File: config.mk
export PLATFORM = sky130hd
export DESIGN_NAME = ps2_kbd_rx
export DESIGN_NICKNAME = d
export VERILOG_FILES = /design/src/rtl/ps2_kbd_rx_pkg.sv /design/src/rtl/ps2_kbd_rx_sync_fifo.sv /design/src/rtl/ps2_kbd_rx.sv
export SDC_FILE = /design/constraint.sdc
export NUM_CORES = 1
export LEC_CHECK = 0
export ABC_AREA = 1
export ABC_CLOCK_PERIOD_IN_PS = 3300
export CAP_MARGIN = 0
export CORE_MARGIN = 3
export CORE_UTILIZATION = 40
export DETAILED_ROUTE_END_ITERATION = 12
export DONT_BUFFER_PORTS = 1
export PLACE_DENSITY = 0.65
export SYNTH_ARGS = -nofsm -noshare
export SYNTH_HDL_FRONTEND = slang
export SYNTH_SLANG_ARGS = --single-unit
File: constraint.sdc
create_clock -name clk -period 3.3 [get_ports clk]
set_input_delay 0.66 -clock clk [delete_from_list [all_inputs] [get_ports clk]]
set_output_delay 0.66 -clock clk [all_outputs]
set_load 0.05 [all_outputs]
File: src/rtl/ps2_kbd_rx_pkg.sv
// +----------------------------------------------------------------------+
// | ps2_kbd_rx_pkg : shared types and constants for the PS/2 receiver     |
// | Revision: 1.0                                                         |
// +----------------------------------------------------------------------+
`default_nettype none

package ps2_kbd_rx_pkg;

  typedef enum logic [1:0] {
    ST_IDLE   = 2'd0,
    ST_DATA   = 2'd1,
    ST_PARITY = 2'd2,
    ST_STOP   = 2'd3
  } ps2_state_t;

  // Start + 8 data + parity + stop
  localparam int FRAME_LEN       = 11;
  localparam int DATA_BITS       = FRAME_LEN - 3;
  localparam int DEFAULT_TIMEOUT = 200000;

endpackage

`default_nettype wire

File: src/rtl/ps2_kbd_rx_sync_fifo.sv
// +----------------------------------------------------------------------+
// | sync_fifo : first-word-fall-through FIFO with occupancy count         |
// | Revision: 1.0                                                         |
// +----------------------------------------------------------------------+
`default_nettype none

module sync_fifo #(
  parameter int WIDTH = 8,
  parameter int DEPTH = 8
) (
  input  logic                     clk,
  input  logic                     rst,
  input  logic                     i_wr,
  input  logic [WIDTH-1:0]         i_wr_data,
  input  logic                     i_rd,
  output logic [WIDTH-1:0]         o_rd_data,
  output logic                     o_empty,
  output logic                     o_full,
  output logic [$clog2(DEPTH):0]   o_count
);

  localparam int AW = $clog2(DEPTH);
  localparam int CW = AW + 1;

  logic [WIDTH-1:0] r_mem [DEPTH];
  logic [AW-1:0]    r_wr_ptr;
  logic [AW-1:0]    r_rd_ptr;
  logic [CW-1:0]    r_count;
  logic             w_do_rd;
  logic             w_do_wr;

  assign o_empty   = (r_count == '0);
  assign o_full    = (r_count == CW'(DEPTH));
  assign o_count   = r_count;
  assign o_rd_data = o_empty ? '0 : r_mem[r_rd_ptr];

  // A write into a full FIFO is legal when a read frees a slot the same cycle
  assign w_do_rd = i_rd & ~o_empty;
  assign w_do_wr = i_wr & (~o_full | w_do_rd);

  always_ff @(posedge clk) begin
    if (w_do_wr) begin
      r_mem[r_wr_ptr] <= i_wr_data;
    end
  end

  always_ff @(posedge clk) begin
    if (rst) begin
      r_wr_ptr <= '0;
      r_rd_ptr <= '0;
      r_count  <= '0;
    end else begin
      if (w_do_wr) r_wr_ptr <= r_wr_ptr + AW'(1);
      if (w_do_rd) r_rd_ptr <= r_rd_ptr + AW'(1);
      case ({w_do_wr, w_do_rd})
        2'b10:   r_count <= r_count + CW'(1);
        2'b01:   r_count <= r_count - CW'(1);
        default: r_count <= r_count;
      endcase
    end
  end

endmodule

`default_nettype wire

File: src/rtl/ps2_kbd_rx.sv
// +----------------------------------------------------------------------+
// | ps2_kbd_rx : PS/2 keyboard receiver with scan-code FIFO and IRQ       |
// | Revision: 1.0                                                         |
// +----------------------------------------------------------------------+
`default_nettype none

module ps2_kbd_rx
  import ps2_kbd_rx_pkg::*;
#(
  parameter int FIFO_DEPTH  = 8,
  parameter int FILTER_LEN  = 8,
  parameter int TIMEOUT_CYC = DEFAULT_TIMEOUT
) (
  input  logic                          clk,
  input  logic                          rst,
  input  logic                          ps2_clk,
  input  logic                          ps2_data,
  input  logic                          rd_en,
  input  logic                          clr_err,
  output logic [7:0]                    data_out,
  output logic                          empty,
  output logic [$clog2(FIFO_DEPTH):0]   count,
  output logic                          parity_err,
  output logic                          frame_err,
  output logic                          overflow,
  output logic                          irq
);

  localparam int FW = $clog2(FILTER_LEN + 1);
  localparam int TW = $clog2(TIMEOUT_CYC);

  logic          r_clk_meta, r_clk_sync;
  logic          r_dat_meta, r_dat_sync;
  logic          r_filt, r_filt_prev;
  logic [FW-1:0] r_filt_cnt;
  logic          w_fall;

  ps2_state_t    r_state;
  logic [2:0]    r_bit_cnt;
  logic [TW-1:0] r_to_cnt;
  logic [7:0]    r_shreg;
  logic          r_parity;
  logic          r_push;
  logic [7:0]    r_push_byte;
  logic          r_parity_err;
  logic          r_frame_err;
  logic          r_overflow;

  logic          w_fifo_full;
  logic          w_drop;

  always_ff @(posedge clk) begin
    if (rst) begin
      r_clk_meta  <= 1'b1;
      r_clk_sync  <= 1'b1;
      r_dat_meta  <= 1'b1;
      r_dat_sync  <= 1'b1;
      r_filt      <= 1'b1;
      r_filt_prev <= 1'b1;
      r_filt_cnt  <= '0;
    end else begin
      r_clk_meta  <= ps2_clk;
      r_clk_sync  <= r_clk_meta;
      r_dat_meta  <= ps2_data;
      r_dat_sync  <= r_dat_meta;
      r_filt_prev <= r_filt;
      // Any sample agreeing with the filtered level restarts the run
      if (r_clk_sync == r_filt) begin
        r_filt_cnt <= '0;
      end else if (r_filt_cnt == FW'(FILTER_LEN - 1)) begin
        r_filt     <= ~r_filt;
        r_filt_cnt <= '0;
      end else begin
        r_filt_cnt <= r_filt_cnt + FW'(1);
      end
    end
  end

  assign w_fall = r_filt_prev & ~r_filt;

  always_ff @(posedge clk) begin
    if (rst) begin
      r_state      <= ST_IDLE;
      r_bit_cnt    <= '0;
      r_to_cnt     <= '0;
      r_shreg      <= '0;
      r_parity     <= 1'b0;
      r_push       <= 1'b0;
      r_push_byte  <= '0;
      r_parity_err <= 1'b0;
      r_frame_err  <= 1'b0;
    end else begin
      r_push <= 1'b0;
      if (clr_err) begin
        r_parity_err <= 1'b0;
        r_frame_err  <= 1'b0;
      end
      if (w_fall) begin
        r_to_cnt <= '0;
        case (r_state)
          ST_IDLE: begin
            if (!r_dat_sync) begin
              r_state   <= ST_DATA;
              r_bit_cnt <= '0;
            end
          end
          ST_DATA: begin
            r_shreg <= {r_dat_sync, r_shreg[7:1]};
            if (r_bit_cnt == 3'(DATA_BITS - 1)) begin
              r_state <= ST_PARITY;
            end else begin
              r_bit_cnt <= r_bit_cnt + 3'd1;
            end
          end
          ST_PARITY: begin
            r_parity <= r_dat_sync;
            r_state  <= ST_STOP;
          end
          ST_STOP: begin
            r_state <= ST_IDLE;
            if (!r_dat_sync) begin
              r_frame_err <= 1'b1;
            end else if (^{r_shreg, r_parity}) begin
              r_push      <= 1'b1;
              r_push_byte <= r_shreg;
            end else begin
              r_parity_err <= 1'b1;
            end
          end
          default: r_state <= ST_IDLE;
        endcase
      end else if (r_state != ST_IDLE) begin
        if (r_to_cnt == TW'(TIMEOUT_CYC - 1)) begin
          r_state     <= ST_IDLE;
          r_to_cnt    <= '0;
          r_frame_err <= 1'b1;
        end else begin
          r_to_cnt <= r_to_cnt + TW'(1);
        end
      end else begin
        r_to_cnt <= '0;
      end
    end
  end

  // A push into a full FIFO survives only if the CPU pops in the same cycle
  assign w_drop = r_push & w_fifo_full & ~rd_en;

  always_ff @(posedge clk) begin
    if (rst) begin
      r_overflow <= 1'b0;
    end else begin
      if (clr_err) r_overflow <= 1'b0;
      if (w_drop)  r_overflow <= 1'b1;
    end
  end

  sync_fifo #(
    .WIDTH (8),
    .DEPTH (FIFO_DEPTH)
  ) u_fifo (
    .clk       (clk),
    .rst       (rst),
    .i_wr      (r_push & ~w_drop),
    .i_wr_data (r_push_byte),
    .i_rd      (rd_en),
    .o_rd_data (data_out),
    .o_empty   (empty),
    .o_full    (w_fifo_full),
    .o_count   (count)
  );

  assign parity_err = r_parity_err;
  assign frame_err  = r_frame_err;
  assign overflow   = r_overflow;
  assign irq        = ~empty;

endmodule

`default_nettype wire

==> flow_summary.toml <==
[run_status]
status = "completed"

[worst_hold_path]
hp-start = "rst"
min_path_type = "input port to flip-flop"
min_path_cells = 1

[timing]
tightest_slew_ps = 913
skew_ps = 8.09
layout_min_cycle_time_ps = 3060
hold_ws_ps = 316
relSlewSlack_pct = 38.9
setup_tns_ps = 0
fin_crit_sh_pct = 92.6
rsz0062_at_grt = "false"
max_freq_ghz = 0.327
finalHoldViolCount = 0
setup_viol = 0
slew_violations = 0

[clocking]
path_clk_slew_ps = 60
clockRootBuffer = "clkbuf_16"
cts_sinks = 131
cts_made_buffers = 17
cts-htree-levels = 4
clockBufferDepth = 2
clk_latency_ps = 410
cts_tree = "yes"
postCtsSetupRepairBufs = 0

[worst_setup_path]
cp.required_ps = 2640
cp_num_cells = 5
r2r_start = "u_fifo.o_count[0]$_SDFFE_PP0P_"
path_delay_family = "flip-flops"
end_kind = "output port"
crit_buf_inv = 2
critPathSlowestCell = "dfxtp_1"
critical-path-max-stage-delay_ps = 740
critPathMaxFanout = 17
crit_arrival_ps = 2400
ff2ff_path_depth = 13
start_kind = "flip-flop"
critPathKind = "flip-flop to output port"
crit_chain = "inv_1 > nor2_1 > o21ai_0 > a31oi_1 > buf_4"

[finish]
nFillCells = 1285
syn_to_final_growth_pct = 14.7
drive_above_1_share_pct = 12.5
final_area_um2 = 6550
fin_nets = 678
antenna_cells = 0

[route]
routed_wirelength_um = 10900
vias = 4171
post_drt_wl_per_cell_um = 12.8
drc = 0
ant_nets = 0
drt_iter0_drc = 217
drt_pass1_iterations = 5
vias_per_cell = 4.90

[logic_synthesis]
ys_ff_latch = 131
synth_top_area_cell = "edfxtp_1"
synthCells = 640
yosysSeqAreaShare_pct = 57.1
syn_nets = 659
synth.area.top_cells = "edfxtp_1 (34%), dfxtp_1 (23%), nor2_1 (7.4%), nand2_1 (7.4%), o21ai_0 (5.5%)"
ys_warn_count = 0
synth_edf_count = 64
synth_area_um2 = 5710
synth_flop_cell = "dfxtp_1"
avgSynthCellArea_um2 = 8.93
synthArstFlopShare_pct = 0
synth_top_area_share_pct = 33.6
synth_cell_types = 39

[pwr]
static-leakage-power_nw = 2.60
power.total_mw = 5.09
vdd_ir_drop_max_mv = 0.358
power_density_nw_per_um2 = 777

[global_routing]
antenna_found_initial = 0
grt_max_degree = 33
grt_pass1_vias = 3939
overflow = 0
grt_use_total_pct = 14.4
grt_pass1_wl_um = 18300

[floorplanning]
placementRows = 43
die-area_um2 = 15800
ioPinCount = 23
core_area_um2 = 13900
die_y_um = 126
initial_core_util_pct = 41.0
dieWidth_um = 126

[place]
placed_area_um2 = 5990
portBuffers = 0
gp_congestion = 0.797
hpwl_um = 7480

[flow_run]
cap_violations = 0
worst register-to-register path: cells and delay by family, from the launching register on:
kind | cells | cell delay [ps]
AND/OR/NAND/NOR | 3 | 460
XOR/XNOR | 2 | 420
adder cells (fa/ha/maj) | 2 | 500
flip-flops | 1 | 320
AO/OA/AOI/OAI | 2 | 200
buffers and inverters | 4 | 580
report_power, final:
group | switching [mW] | total [mW] | internal (mW)
Sequential | 0.0479 | 1.78 | 1.74
Clock | 0.699 | 1.74 | 1.04
Combinational | 1.14 | 1.57 | 0.429
Yosys cell counts (5+ instances only):
master,instances
nor2_1,113
nand2_1,112
dfxtp_1,67
inv_1,67
edfxtp_1,64
o21ai_0,63
a21oi_1,31
nand3_1,16
ha_1,13
clkbuf_1,12
a31oi_1,8
nand2_2,8
o22ai_1,8
inv_2,7
or2_2,6
xor2_1,5
path summary, 6_finish.rpt:
check / end / slack [ps]
max: data_out[2] / 240
min: r_bit_cnt[2]$_SDFFE_PP0P_ / 320
max reg2reg: u_fifo.o_count[2]$_SDFFE_PP0P_ / 710
min reg2reg: r_dat_sync$_SDFF_PP1_ / 410
layout by cell type, fill, tap and decap left out, types with 3 or more instances in the layout:
| cell | n |
|---|---|
| nand3_2 | 4 |
| ha_1 | 13 |
| clkbuf_16 | 17 |
| o22ai_1 | 8 |
| nor2_2 | 3 |
| xor2_1 | 5 |
| clkinv_4 | 3 |
| nand2_1 | 112 |
| edfxtp_1 | 64 |
| or2_2 | 6 |
| inv_6 | 4 |
| nand2_2 | 8 |
| o21ai_0 | 63 |
| inv_2 | 7 |
| nand3_1 | 16 |
| nor2_1 | 113 |
| clkinvlp_4 | 5 |
| nand4_1 | 4 |
| dfxtp_1 | 67 |
| a31oi_1 | 8 |
| inv_1 | 66 |
| buf_4 | 16 |
| a21oi_1 | 31 |
metrics by stage:
step / worst slack (ps) / cells / util, %
6_report: 244 / 852 / 47.0
5_1_grt: 7.08 / 852 / 47.0
4_1_cts: 158 / 852 / 47.0
3_5_place_dp: 615 / 820 / 43.0
2_1_floorplan: 11.6 / 640 / -
3_3_place_gp: 678 / 820 / 43.0
final cells by class:
type | instances | area, um^2 | area share (%)
multi-input cells | 419 | 2100 | 32.1
flip-flops and latches | 131 | 3260 | 49.8
repair buffers | 16 | 120 | 1.83
well taps | 180 | 225 | 3.44
clock inverters | 14 | 130 | 1.99
inverters | 74 | 282 | 4.30
clock buffers | 18 | 429 | 6.55
layer usage:
metal	vias up	track usage [%]	wire length [um]
li1	2152	-	-
met1	1944	16.8	5020
met2	58	24.6	5390
met3	17	4.53	360
met4	0	5.61	183
met5	-	0	0
kinds of logic (layout without fill, tap and decap cells):
logic type,after synthesis,in the layout,synth area share [%]
flip-flops,131,131,57.1
adder cells (fa/ha/maj),13,13,2.85
XOR/XNOR,7,7,1.07
buffers and inverters,90,122,6.09
AND/OR/NAND/NOR,281,281,21.7
AO/OA/AOI/OAI,118,118,11.2
repair_timing:
item	4_1_cts	5_1_grt
hold buffers	0	0
gates resized for setup	0	1
setup endpoints to repair	0	1
state kept, by name, summed over array words and instances, names as in the netlist, 2 cells and up, named ones only:
name	count
u_fifo.r_mem	64
r_to_cnt	18
r_push_byte	8
r_shreg	8
r_filt_cnt	4
u_fifo.o_count	4
r_bit_cnt	3
u_fifo.r_rd_ptr	3
u_fifo.r_wr_ptr	3
r_state	2
Power figures use the tool's default switching activity.
